`config.mk`:
```
export PLATFORM = sky130hd
export DESIGN_NAME = fifo_unpack
export DESIGN_NICKNAME = d
export VERILOG_FILES = /design/src/rtl/fifo_pkg.sv /design/src/rtl/fifo_mem_2p.sv /design/src/rtl/fifo_unpack.sv
export SDC_FILE = /design/constraint.sdc
export NUM_CORES = 1
export LEC_CHECK = 0
export CAP_MARGIN = 25
export CELL_PAD_IN_SITES_DETAIL_PLACEMENT = 0
export CELL_PAD_IN_SITES_GLOBAL_PLACEMENT = 1
export CORE_UTILIZATION = 35
export CTS_CLUSTER_SIZE = 16
export DETAILED_ROUTE_END_ITERATION = 8
export PLACE_DENSITY = 0.68
export SETUP_SLACK_MARGIN = 0.1
export SYNTH_ARGS = -nofsm -noshare
export SYNTH_HDL_FRONTEND = slang
export SYNTH_SLANG_ARGS = --single-unit
```
`constraint.sdc`:
```
create_clock -name clk -period 3.5 [get_ports clk]
set_input_delay 0.875 -clock clk [delete_from_list [all_inputs] [get_ports clk]]
set_output_delay 0.875 -clock clk [all_outputs]
set_load 0.02 [all_outputs]
```
`src/rtl/fifo_pkg.sv`:
```
// Shared defaults and helpers for the packing/unpacking FIFO family.
package fifo_pkg;

    localparam int DEF_X     = 8;
    localparam int DEF_DEPTH = 4;

    // Level counts narrow halves, so it must hold values 0 .. 2*depth.
    function automatic int level_width(input int depth);
        return $clog2(2 * depth + 1);
    endfunction

endpackage

```
`src/rtl/fifo_mem_2p.sv`:
```
// Two-port register-array storage: synchronous write, combinational read.
module fifo_mem_2p #(
    parameter int W     = 16,
    parameter int DEPTH = 4
) (
    input  logic                     clk,
    input  logic                     we,
    input  logic [$clog2(DEPTH)-1:0] waddr,
    input  logic [W-1:0]             wdata,
    input  logic [$clog2(DEPTH)-1:0] raddr,
    output logic [W-1:0]             rdata
);

    logic [W-1:0] mem [DEPTH];

    // NOTE: storage has no reset; the pointers and count define which entries are valid.
    always_ff @(posedge clk) begin
        if (we) begin
            mem[waddr] <= wdata;
        end
    end

    assign rdata = mem[raddr];

endmodule

```
`src/rtl/fifo_unpack.sv`:
```
// Wide-to-narrow FIFO: stores 2*X-bit words, returns X-bit halves low first.
module fifo_unpack
    import fifo_pkg::*;
#(
    parameter int X     = DEF_X,
    parameter int DEPTH = DEF_DEPTH,
    parameter int LW    = level_width(DEPTH)
) (
    input  logic           clk,
    input  logic           rst_n,
    input  logic           wr,
    input  logic [2*X-1:0] Wdata,
    input  logic           rd,
    output logic [X-1:0]   Rdata,
    output logic           rvalid,
    output logic           full,
    output logic           empty,
    output logic [LW-1:0]  level
);

    localparam int AW = $clog2(DEPTH);
    localparam int CW = $clog2(DEPTH + 1);

    logic [AW-1:0]  wptr;
    logic [AW-1:0]  rptr;
    logic [CW-1:0]  count;
    logic           half_sel;
    logic           wr_en;
    logic           rd_en;
    logic           free_en;
    logic [2*X-1:0] rword;

    fifo_mem_2p #(
        .W     (2 * X),
        .DEPTH (DEPTH)
    ) u_mem (
        .clk   (clk),
        .we    (wr_en),
        .waddr (wptr),
        .wdata (Wdata),
        .raddr (rptr),
        .rdata (rword)
    );

    // Flags come only from registered state, so a read cannot unblock a same-cycle write.
    always_comb begin
        // NOTE: every output gets a default first so no path can infer a latch.
        full    = 1'b0;
        empty   = 1'b1;
        level   = '0;
        wr_en   = 1'b0;
        rd_en   = 1'b0;
        free_en = 1'b0;

        full    = (count == CW'(DEPTH));
        empty   = (count == '0);
        level   = LW'({count, 1'b0}) - LW'(half_sel);
        wr_en   = wr && !full;
        rd_en   = rd && !empty;
        free_en = rd_en && half_sel;
    end

    always_ff @(posedge clk or negedge rst_n) begin
        if (!rst_n) begin
            wptr     <= '0;
            rptr     <= '0;
            count    <= '0;
            half_sel <= 1'b0;
            Rdata    <= '0;
            rvalid   <= 1'b0;
        end else begin
            // NOTE: non-blocking assignments so every register samples pre-edge values.
            rvalid <= rd_en;
            if (wr_en) begin
                wptr <= wptr + 1'b1;
            end
            if (rd_en) begin
                half_sel <= !half_sel;
                Rdata    <= half_sel ? rword[2*X-1:X] : rword[X-1:0];
            end
            if (free_en) begin
                rptr <= rptr + 1'b1;
            end
            if (wr_en && !free_en) begin
                count <= count + 1'b1;
            end else if (!wr_en && free_en) begin
                count <= count - 1'b1;
            end
        end
    end

endmodule
```
# [Word-level counts from Yosys, hierarchy flattened]
# Memories as Yosys holds them, arrays and structs flattened.
# Cells that the tools add are included.
[op_classes] reduce_logical=12 n_eq_ne=1 addsub=5 muxes=5
[op_table] operator="$mux W8" count=1
[op_table] operator="$mux W3" count=2
[op_table] operator="$logic_and A1 B1 Y1" count=5
[op_table] operator="$logic_not A1 Y1" count=5
[op_table] operator="$add A2 B1 Y2 const B" count=2
[op_table] operator="$sub A4 B1 Y4" count=1
[op_table] operator="$add A3 B1 Y3 const B" count=1
[op_table] operator="$eq A3 B3 Y1 const B" count=1
[op_table] operator="$logic_not A3 Y1" count=1
[op_table] operator="$sub A3 B1 Y3 const B" count=1
[op_table] operator="$mux W1" count=2
[op_table] operator="$reduce_bool A2 Y1" count=1
[totals] elab_cells=30 ramBits=64 regBits=17 output_inout_bits=15 input_bits=20 memories=1
[mem_list] name="u_mem.mem" words=4 word_bits=16 read_ports=1 rd_clocked_by_memory_dff=0 wr=1 line="fifo_mem_2p.sv:14" text="logic [W-1:0] mem [DEPTH];"

# [Logic depth before layout (Yosys ltp)]
[depth] word_depth=7 ltp_mapped=10 ltp_nobuf=9

# [Modules after synthesis]
# From an unflattened synthesis, not the netlist that was laid out.
[hier_totals] cells_unflattened=161 area_unflattened_um2=3201.8
[modules_own_cells] module="fifo_mem_2p" area_per_inst_um2=2377.3 seq_area_each_um2=1921.8 instances=1 cells_each=88
[modules_own_cells] module="fifo_unpack" area_per_inst_um2=824.5 seq_area_each_um2=425.4 instances=1 cells_each=73

# [Worst setup path before layout]
# OpenSTA, ideal clock, no wires.
[synth_path] path_type="input to register" from="input wr" to="register count[2]" t_required_ns=3.421 stages=7 arrival_time_ns=2.144 path_buffers=0 setup_time_ns=0.079 setup_slack_ns=1.276 path_cell_list="a21boi_2 -> ha_1 -> inv_1 -> fa_1 -> xor2_1 -> nor2_1 -> xor2_1"
[synth_via] elab_chain_len=4 elab_cells_between_ends=6 cone_classes="mux (1); reduce/logical (5)"
[synth_lines] item="start, declared" line="fifo_unpack.sv:11" text="input logic wr,"
[synth_lines] item="$logic_and A1 B1 Y1 *" line="fifo_unpack.sv:58" text="wr_en = wr && !full;"
[synth_lines] item="$logic_not A1 Y1" line="fifo_unpack.sv:86" text="end else if (!wr_en && free_en) begin"
[synth_lines] item="$logic_and A1 B1 Y1" line="fifo_unpack.sv:86"
[synth_lines] item="$reduce_bool A2 Y1 (no source line)"
[synth_lines] item="end signal, assigned" line="fifo_unpack.sv:85" text="count <= count + 1'b1;"
[synth_lines] item="end signal, assigned" line="fifo_unpack.sv:87" text="count <= count - 1'b1;"
[synth_lines] item="end, declared" line="fifo_unpack.sv:26" text="logic [CW-1:0] count;"
# Mark *: on every way between the ends. The rest lies on a longest branch, timed or not.
# A chain may end at the register's enable or synchronous reset.

# [Final worst setup path]
[layout_path] from="register half_sel" to="output level[2]"
[layout_via] elab_chain_len=1
[layout_lines] item="start, declared" line="fifo_unpack.sv:27" text="logic half_sel;"
[layout_lines] item="start signal, assigned" line="fifo_unpack.sv:78" text="half_sel <= !half_sel;"
[layout_lines] item="$sub A4 B1 Y4" line="fifo_unpack.sv:57" text="level = LW'({count, 1'b0}) - LW'(half_sel);"
[layout_lines] item="end, declared" line="fifo_unpack.sv:18" text="output logic [LW-1:0] level"
# No other way between the ends.

==> metrics <==
Post-Synth Adder-Cell Area 0.0285; GRT Total Usage 0.125; post-CTS setup buffers 0; Setup Skew a little under 5 ps; fin crit share 0.805; PortBufs 34; fin area roughly 4000 um2; global route overflow 0; DRT iter0 DRCs 42; CP max FO 11; Synth Area in Compound Gates 0.0709; post-cts sizing count 0; setup ws final between 600 and 700 ps; area taken by multi-input logic gates about 870 um2; final setup vio count 0; leakage 1.43 nW; iteration count of the initial detailed-routing pass 4; crit start category flop; Fill cells 840; WL final ~5.4 mm; outcome complete, no violations; maximum clock frequency around 350 MHz; core box area approximately 9200 um2; total CTS buffers 9; Tmin final roughly 2800 ps; commonest non-fill, non-tap cell in the layout edfxtp_1; Slew HR 0.452; Post-DP HPWL ~3.5 mm; largest net degree at the start of global routing 37; Via density between 4 and 5; Ys Warns 0; Ports 35; TNS Setup 0 ps; most frequent cells in the layout 64 x edfxtp_1, 34 x clkdlybuf4s50_1, 17 x dfrtp_1, 15 x mux2i_1; Syn-to-layout area delta 19.0%; Std-Cell Rows 35; Mapped Cells 197; die area around 9900 um2; simple-gate portion of the synthesized area 0.0364; Initial Util 0.361; final hold violation count 0; max-slew violation count 0; final core utilization 0.429; synth unique cells 35; Reg area 2350 um2; unrepaired setup endpoints after global routing false; H-tree Lvls 3; clk buf depth 2; max-cap violation count 0; via count about 1700; Final ANT Viol Nets 0; syn_nets around 220; root buf cell clkbuf_8; Routed WL per cell 14.7 um; routability congestion estimate 0.646; post-synthesis sequential area ratio 0.704; Pwr Density 829 nW/um2; syn_area_per_cell about 17 um2; initial antenna violation count 0; Slew @ Worst Pin about 820 ps; Worst setup EP type primary output; clk sinks 81; Layout Nets roughly 260; Worst Path Required between 2000 and 3000 ps; post-place setup slack around 600 ps; combinational family with the most area after synthesis multiplexers; vias in the first global route between 1500 and 2000; first-pass GRT wire length roughly 8.9 mm; placed instance area about 3800 um2; number of synthesized register bits roughly 80; clk slew on worst S/H paths approximately 80 ps; total power roughly 3.3 mW; Setup Crit Path Kind flop to primary output; diode count 0; share of layout cells above drive strength 1 0.136; Synth Area in XOR/XNOR 0.0236; Post-Syn Area 3330 um2; CTS Hold Bufs 0; mux contribution to synthesized area 0.102; drc violations 0; crit path DAT roughly 1900 ps; Clock Latency Late Sink 340 ps; CTS tree done; die height approximately 100 um; Die W 99.6 um; Worst VDD drop around 0.3 mV; worst hold path type flop to flop
## cell usage after synthesis (all sizes together)
cell type / n / area, um2
mux2i: 15 / 150
ha: 6 / 75.1
nand3: 1 / 5.00
a211oi: 1 / 7.51
fa: 1 / 20.0
o22ai: 7 / 43.8
xor2: 3 / 26.3
nand2b: 1 / 6.26
buf: 9 / 86.3
o2bb2ai: 1 / 8.76
nor2: 3 / 11.3
o31ai: 8 / 78.8
clkbuf: 1 / 3.75
nand2: 11 / 43.8
nor2b: 3 / 18.8
inv: 6 / 22.5
a22o: 7 / 61.3
edfxtp: 64 / 1920
a21boi: 1 / 11.3
xnor2: 6 / 52.6
dfrtp: 17 / 425
a2111oi: 1 / 8.76
o41ai: 1 / 16.3
nor3: 1 / 5.00
and2: 5 / 31.3
mux2: 17 / 191
## state kept, by name (all words and copies together) (netlist names)
name       count
wptr           2
count          3
rptr           2
u_mem.mem     64
rvalid         1
Rdata          8
half_sel       1
## power breakdown
part           leakage, nW  switching (mW)  internal [mW]
clock network       0.0962           0.308          0.321
registers            0.788           0.147           1.31
logic                0.547           0.647          0.562
total                 1.43            1.10           2.19
## critical path, stage by stage (launching register included)
cell             delay (ps)
dfrtp_1                 590
ha_1                    240
xor2_1                  150
clkdlybuf4s50_1         620
## cells by family (layout without fill, tap and decap cells)
kind of cell	count (synthesis)	count (layout)
buffers and inverters	16	61
flip-flops	81	81
XOR/XNOR	9	9
AO/OA/AOI/OAI	27	27
multiplexers	32	32
adder cells (fa/ha/maj)	7	7
AND/OR/NAND/NOR	25	25
## metrics by stage
stage	instances	hold slack, ps
after floorplan	197	505
after global placement	355	466
after detailed placement	355	465
after CTS	371	493
after global routing	371	541
final	371	484
## worst paths after layout
| kind | endpoint | depth (start not counted) | slack, ps | start |
|---|---|---|---|---|
| max | level[2] | 3 | 680 | half_sel |
| min | Rdata[1] | 2 | 480 | Rdata[1] |
| max reg2reg | count[2] | 9 | 930 | count[1] |
| min reg2reg | Rdata[1] | 2 | 480 | Rdata[1] |
| max in group asynchronous | Rdata[5] | 1 | 2010 | rst_n |
| min in group asynchronous | count[2] | 1 | 990 | rst_n |
## final cells by class
type	count	area share
clock inverters	7	0.0155
well taps	129	0.0407
repair buffers	39	0.0952
clock buffers	9	0.0312
flip-flops and latches	81	0.592
inverters	6	0.00568
multi-input cells	100	0.220
## routing by layer
| metal | track usage | vias to the layer above | wire [um] |
|---|---|---|---|
| met1 | 0.138 | 812 | 2360 |
| met5 | 0 | - | 0 |
| met2 | 0.220 | 37 | 2800 |
| met3 | 0.0387 | 10 | 187 |
| met4 | 0.0577 | 0 | 99 |
| li1 | - | 817 | - |
Power figures use the tool's default switching activity.
